<file path="config.mk">
export PLATFORM = sky130hd
export DESIGN_NAME = mandel_iter_core
export DESIGN_NICKNAME = d
export VERILOG_FILES = /design/src/rtl/mandel_iter_core.sv
export SDC_FILE = /design/constraint.sdc
export NUM_CORES = 2
export LEC_CHECK = 0
export CAP_MARGIN = 10
export CORE_ASPECT_RATIO = 0.6
export CORE_MARGIN = 10
export CORE_UTILIZATION = 67
export CTS_CLUSTER_SIZE = 40
export DETAILED_ROUTE_END_ITERATION = 8
export GPL_ROUTABILITY_DRIVEN = 0
export PLACE_DENSITY = 0.84
export SLEW_MARGIN = 15
export SYNTH_ARGS = -nofsm -noshare
export SYNTH_HDL_FRONTEND = slang
export SYNTH_SLANG_ARGS = --single-unit
export TNS_END_PERCENT = 50
</file>
<file path="constraint.sdc">
create_clock -name CLK_100MHz -period 16.6 [get_ports CLK_100MHz]
set_input_delay 2.49 -clock CLK_100MHz [delete_from_list [all_inputs] [get_ports CLK_100MHz]]
set_output_delay 2.49 -clock CLK_100MHz [all_outputs]
set_load 0.01 [all_outputs]
</file>
<file path="src/rtl/mandel_iter_core.sv">
// Mandelbrot escape-time engine: iterates z = z^2 + c in signed Q3.13, one step per clock,
// and reports the iteration count at escape or at the cap through a start/done handshake.
module mandel_iter_core #(
  parameter int unsigned MAX_ITER = 127
) (
  input  logic        CLK_100MHz,
  input  logic        reset,
  input  logic        start,
  input  logic [15:0] c_re,
  input  logic [15:0] c_im,
  output logic        busy,
  output logic        done,
  output logic [7:0]  iter_count,
  output logic        escaped
);

  typedef enum logic [1:0] {StIdle, StIter, StDone} state_e;

  localparam logic [7:0]         MaxIter  = 8'(MAX_ITER);
  localparam logic signed [23:0] SatMax   = 24'sd32767;
  localparam logic signed [23:0] SatMin   = -24'sd32768;
  localparam logic signed [23:0] EscLimit = 24'sd32768;

  state_e             r_state, w_state_d;
  logic signed [15:0] r_zr, r_zi, r_cre, r_cim;
  logic [7:0]         r_n;
  logic [7:0]         r_iter_count;
  logic               r_escaped;

  logic signed [31:0] w_zr_ext, w_zi_ext;
  logic signed [31:0] w_prod_rr, w_prod_ii, w_prod_ri;
  logic signed [23:0] w_pr, w_pi, w_px, w_mag, w_re_next, w_im_next;
  logic               w_escape, w_cap;

  function automatic logic signed [15:0] sat16(input logic signed [23:0] v);
    if (v > SatMax) return 16'sh7FFF;
    else if (v < SatMin) return 16'sh8000;
    else return v[15:0];
  endfunction

  // 32-bit products cannot overflow: |z|^2 <= 2^30.
  assign w_zr_ext  = {{16{r_zr[15]}}, r_zr};
  assign w_zi_ext  = {{16{r_zi[15]}}, r_zi};
  assign w_prod_rr = w_zr_ext * w_zr_ext;
  assign w_prod_ii = w_zi_ext * w_zi_ext;
  assign w_prod_ri = w_zr_ext * w_zi_ext;

  assign w_pr = {{5{w_prod_rr[31]}}, w_prod_rr[31:13]};
  assign w_pi = {{5{w_prod_ii[31]}}, w_prod_ii[31:13]};
  assign w_px = {{5{w_prod_ri[31]}}, w_prod_ri[31:13]};

  assign w_mag     = w_pr + w_pi;
  assign w_re_next = w_pr - w_pi + {{8{r_cre[15]}}, r_cre};
  assign w_im_next = (w_px <<< 1) + {{8{r_cim[15]}}, r_cim};

  assign w_escape = w_mag > EscLimit;
  assign w_cap    = r_n == MaxIter;

  always_comb begin
    w_state_d = r_state;
    unique case (r_state)
      StIdle:  if (start) w_state_d = StIter;
      StIter:  if (w_escape || w_cap) w_state_d = StDone;
      StDone:  w_state_d = StIdle;
      default: w_state_d = StIdle;
    endcase
  end

  always_ff @(posedge CLK_100MHz) begin
    if (reset) begin
      r_state      <= StIdle;
      r_zr         <= '0;
      r_zi         <= '0;
      r_cre        <= '0;
      r_cim        <= '0;
      r_n          <= '0;
      r_iter_count <= '0;
      r_escaped    <= 1'b0;
    end else begin
      r_state <= w_state_d;
      unique case (r_state)
        StIdle: begin
          if (start) begin
            r_cre <= c_re;
            r_cim <= c_im;
            r_zr  <= '0;
            r_zi  <= '0;
            r_n   <= '0;
          end
        end
        StIter: begin
          if (w_escape) begin
            r_iter_count <= r_n;
            r_escaped    <= 1'b1;
          end else if (w_cap) begin
            r_iter_count <= MaxIter;
            r_escaped    <= 1'b0;
          end else begin
            r_zr <= sat16(w_re_next);
            r_zi <= sat16(w_im_next);
            r_n  <= r_n + 8'd1;
          end
        end
        default: ;
      endcase
    end
  end

  assign busy       = r_state != StIdle;
  assign done       = r_state == StDone;
  assign iter_count = r_iter_count;
  assign escaped    = r_escaped;

endmodule

</file>
======== Word level (Yosys, flattened, before mapping) ========
Index checks and enable logic that the tools add are counted.
storage, ports and cells
  bits in registers ....................... 83
  word-level logic and storage cells ...... 59
operators by class
  $add $sub $neg .......................... 5
  multipliers ............................. 3
  order comparisons ....................... 5
  equality and inequality tests ........... 7
  muxes and demuxes ....................... 22
  reduce and logical (&&, ||, !) cells .... 9
operators with widths
  operator              number
  $mux 16               9
  $mul 16x16->32        3
  $pmux 16 s2           2
  $add 20x16->21        2
  $gt 21x16->1 const B  2
  $lt 21x16->1 const B  2
  $mux 8                5
  $add 19x19->20        1
  $gt 20x17->1 const B  1
  $sub 19x19->20        1
  $pmux 8 s2            1
  $add 8x1->8 const B   1
  $eq 8x7->1 const B    1
  $ne 2x2->1 const B    4
  $reduce_and 2->1      3
  $reduce_bool 2->1     3
  $mux 2                2
  $pmux 2 s2            1
  $reduce_and 4->1      1
  $eq 2x1->1 const B    1
  $eq 2x2->1 const B    1
  $logic_not 2->1       1
  $mux 1                2
  $logic_or 1x1->1      1

======== Logic depth before layout (Yosys ltp) ========
  depth after elaboration ................. 9
  mapped depth ............................ 38

======== Worst setup path before layout ========
OpenSTA, ideal clock, no wires.
  kind .................................... reg2reg
  from .................................... reg r_zr[3]
  to ...................................... reg r_zr[3]
  arrival ................................. 9.482 ns
  data required time ...................... 16.478 ns
  path slack .............................. 6.996 ns
  cell stages (with the launch flop) ...... 37
  path buffers ............................ 2
  path through ............................ dfxtp_1 > clkbuf_1 > clkbuf_1 > nand2_1 > fa_1 > inv_1 > fa_1 > inv_1 > fa_1 > inv_1 > fa_1 > fa_1 > inv_1 > fa_1 > inv_1 > ha_1 > and4_1 > nor4b_1 > a221o_1 > o311a_1 > a221o_1 > a21oi_1 > nor2b_1 > o21ai_0 > nor2b_1 > xnor2_1 > fa_1 > ha_1 > a21o_1 > a2111oi_0 > a32oi_1 > a41oi_1 > xnor2_1 > or4_1 > o21a_1 > nor3b_2 > a221o_1
on the way
  cells in the longest elaborated chain, start to end .. 9
  elaborated cells between the ends (all ways) .. 14
  classes of those cells .................. add/sub: 3; mul: 1; order compare: 3; eq/ne: 1; mux: 5; reduce/logical: 1
ends and longest elaborated chain
  element                 RTL line  source
  start, declared         25        logic signed [15:0] r_zr, r_zi, r_cre, r_cim;
  start signal, assigned  99        r_zr <= sat16(w_re_next);
  $mul 16x16->32 *        44        assign w_prod_rr = w_zr_ext * w_zr_ext;
  $sub 19x19->20          53        assign w_re_next = w_pr - w_pi + {{8{r_cre[15]}}, r_cre};
  $add 20x16->21          53
  $lt 21x16->1            37        else if (v < SatMin) return 16'sh8000;
  $mux 16                 37
  $mux 16                 36        if (v > SatMax) return 16'sh7FFF;
  $mux 16                 95        end else if (w_cap) begin
  $mux 16                 92        if (w_escape) begin
  $pmux 16 s2             81        unique case (r_state)
Mark *: on every way between the ends. The rest lies on a longest branch, timed or not. The select of a mux whose other input is x is not followed.
A chain may end at the register's enable or synchronous reset.

======== Worst setup path in the final report ========
  from .................................... reg r_zr[7]
  to ...................................... reg r_zi[6]
on the way
  cells in the longest elaborated chain, start to end .. 8
  elaborated cells between the ends (all ways) .. 14
  classes of those cells .................. add/sub: 2; mul: 2; order compare: 3; eq/ne: 1; mux: 5; reduce/logical: 1
ends and longest elaborated chain
  element               RTL line  source
  $mul 16x16->32        46        assign w_prod_ri = w_zr_ext * w_zi_ext;
  $add 20x16->21        54        assign w_im_next = (w_px <<< 1) + {{8{r_cim[15]}}, r_cim};
  $lt 21x16->1          37
  $mux 16               37
  $mux 16               36
  $mux 16               95
  $mux 16               92
  $pmux 16 s2           81
  end signal, assigned  100       r_zi <= sat16(w_im_next);
  end, declared         25
Parallel ways exist; a longest one is shown, timed or not. The select of a mux whose other input is x is not followed.

==> metrics.txt <==
ANT nets after route=0; slowest CP cell=nor3_2; Yosys warnings=0; drc violations=0; ant diodes=0; Sequential Area=~0.0017 sq mm; vias per cell=around 5.6; worst-path fanout max=27; worst slew pin tran=between 1 and 1.5 ns; I/O Pins=46; Setup TNS=0 ns; fin area=about 0.034 sq mm; multi-input logic area=approximately 0.027 sq mm; FILL cells=3,557; core area=0.0481 sq mm; row cnt=62; Initial Util=68.2%; CP Data Arrival Time=~12 ns; chip height=about 190 microns; via count=around 24,000; Clock Tree Buf Depth=2; outcome=completed; first-pass GRT wire length=~130,000 microns; Pins Over Slew Limit=0; setup slack after layout=about 5.4 ns; fmax=0.0889 GHz; endpoints failing setup=0; Fin. Hold Viols=0; vias in the first global route=25,456; pwr/cell area=between 100 and 150 mW/mm^2; largest net degree at the start of global routing=58; Avg WL per Cell=~18 microns; CP Data Required Time=approximately 17 ns; RSZ-0062 raised after global routing=false; final WL=roughly 80,000 microns; LEAKAGE=~18 nW; GRT Residual Overflow=0; synth cell count leaders=inv_1 (999), fa_1 (758), nand2_1 (398), ha_1 (307), nor2_1 (160); die area=approximately 0.059 sq mm; Post-synth EDFFs=0; crit-path most repeated cell=fa_1; most frequent cell after synthesis=inv_1; final layout net count=around 4,700; synthesized net count=about 4,800; top post-synthesis cells by area=fa_1 (46%), ha_1 (12%), inv_1 (11%); worst ir drop on vdd=211 uV; postcts setup bufs=0; post-synthesis sequential area ratio=around 5%; synthesized cell area=approximately 0.033 sq mm; Synth Instances=3,675; Top FF cell, synth=dfxtp_1; Yosys cell types=78; post-layout min period=between 10 and 15 ns; IO buf count=45; syn avg cell area=roughly 8.9 sq um; clock sink count=83; clock-pin slew on the worst setup and hold paths=approximately 0.070 ns; Min-Delay Path Class=flop to flop; post-synth top area share=46.2%; initial drt markers=1,942; skew final=~0.015 ns; CTS H-tree depth=3; antenna violations before repair=0; Num CTS Buffers=9; Post-CTS Resized=0; clock latency on the worst-skew pair=0.38 ns; period utilization=around two thirds; post-placement cell area=~0.034 sq mm; cell accounting for the most synthesized area=fa_1; Pre-Repair DR Iteration Count=6; share of cells above drive strength 1=2.66%; CP endpoint kind=flop; Tot GR Track Use=28.3%; hold-fix buffers at CTS=0; Slew headroom=between 20% and 30%; total power=~4.2 mW; CTS tree=done; FFs w/ async S/R, synth=0%; P&R area growth vs syn=4.14%; Clock Tree Root=clkbuf_16; dpl hpwl=approximately 63,000 microns; CP max stage delay=0.87 ns; DIE WIDTH=306 microns; Setup WS pre-CTS=approximately 5.6 ns; synthesis-stage register bit count=83; Max-Cap Viols=0; Critical Path Start Type=flop; Setup CP Type=flop to flop
[layout by cell type (no fill, tap or decap), types with 7 or more instances in the layout]
cell and count:
nor3_1 33, clkdlybuf4s50_1 44, o211ai_1 12, o21ai_0 48, dfxtp_1 81, fa_1 758, and3_1 15, nand2b_1 21
buf_4 42, or3_1 12, nand3_1 26, and2_1 139, xor2_1 34, ha_1 307, nor2b_1 31, a211o_1 7
clkbuf_16 9, a221o_1 27, or2_2 10, nand4_1 11, inv_1 999, xnor2_1 99, nand2_1 398, a21o_1 31
clkinv_1 10, o21bai_1 8, a211oi_1 9, o31ai_1 7, o21a_1 20, a21oi_1 118, nor2_1 160
[kinds of logic (layout without fill, tap and decap cells)]
| kind of cell | count (synthesis) | in the layout | synth area share (%) |
|---|---|---|---|
| simple gates | 885 | 885 | 12.6 |
| mux | 6 | 6 | 0.194 |
| xor+xnor | 133 | 133 | 3.55 |
| fa+ha+maj | 1065 | 1065 | 58.0 |
| flops | 83 | 83 | 5.06 |
| compound gates | 355 | 355 | 7.39 |
| buf+inv | 1148 | 1115 | 13.2 |
[state kept, by name, indices dropped and copies added, names as in the netlist]
name        count
escaped         1
r_zr           16
r_cim          16
iter_count      8
r_n             8
r_cre          16
r_state         2
r_zi           16
[metal layers]
layer,part of all wire [%],track usage [%],vias up
li1,-,-,10875
met1,42,40.6,11935
met2,43,42.4,1236
met3,12,7.59,143
met4,2.2,6.60,0
met5,0,0,-
[power by group]
group | switching, mW | internal, mW
registers | 0.0428 | 0.236
clock network | 0.0985 | 0.126
logic | 2.27 | 1.43
total | 2.41 | 1.80
[layout make-up]
class / instances / area share [%]
repair buffers: 87 / 2.23
clock inverters: 4 / 0.168
multi-input cells: 2444 / 78.5
well taps: 640 / 2.34
clock buffers: 12 / 0.751
flip-flops and latches: 83 / 4.87
inverters: 1012 / 11.1
[worst max-delay path, delay by kind of cell (launching register included)]
| kind | cells | cell delay [ns] |
|---|---|---|
| DFF | 1 | 0.31 |
| and+or+nand+nor | 7 | 2.52 |
| AOI/OAI and AO/OA | 12 | 3.27 |
| adders and majority gates | 8 | 3.85 |
| buffers and inverters | 7 | 1.22 |
[through the flow]
step / hold WS (ns) / cells / utilization [%]
after floorplan: 0.436 / 3675 / -
after global placement: 0.445 / 4266 / 70.4
after detailed placement: 0.449 / 4266 / 70.4
after CTS: 0.459 / 4282 / 71.0
after global routing: 0.476 / 4282 / 71.0
final: 0.459 / 4282 / 71.0
[worst paths after layout]
kind | start | to | slack (ns) | depth (start not counted)
setup / recovery | r_zr[7] | r_zi[6] | 5.35 | 34
hold / removal | r_cre[6] | r_cre[6] | 0.46 | 2
setup reg to reg | r_zr[7] | r_zi[6] | 5.35 | 34
hold reg to reg | r_cre[6] | r_cre[6] | 0.46 | 2
Power figures use the tool's default switching activity.
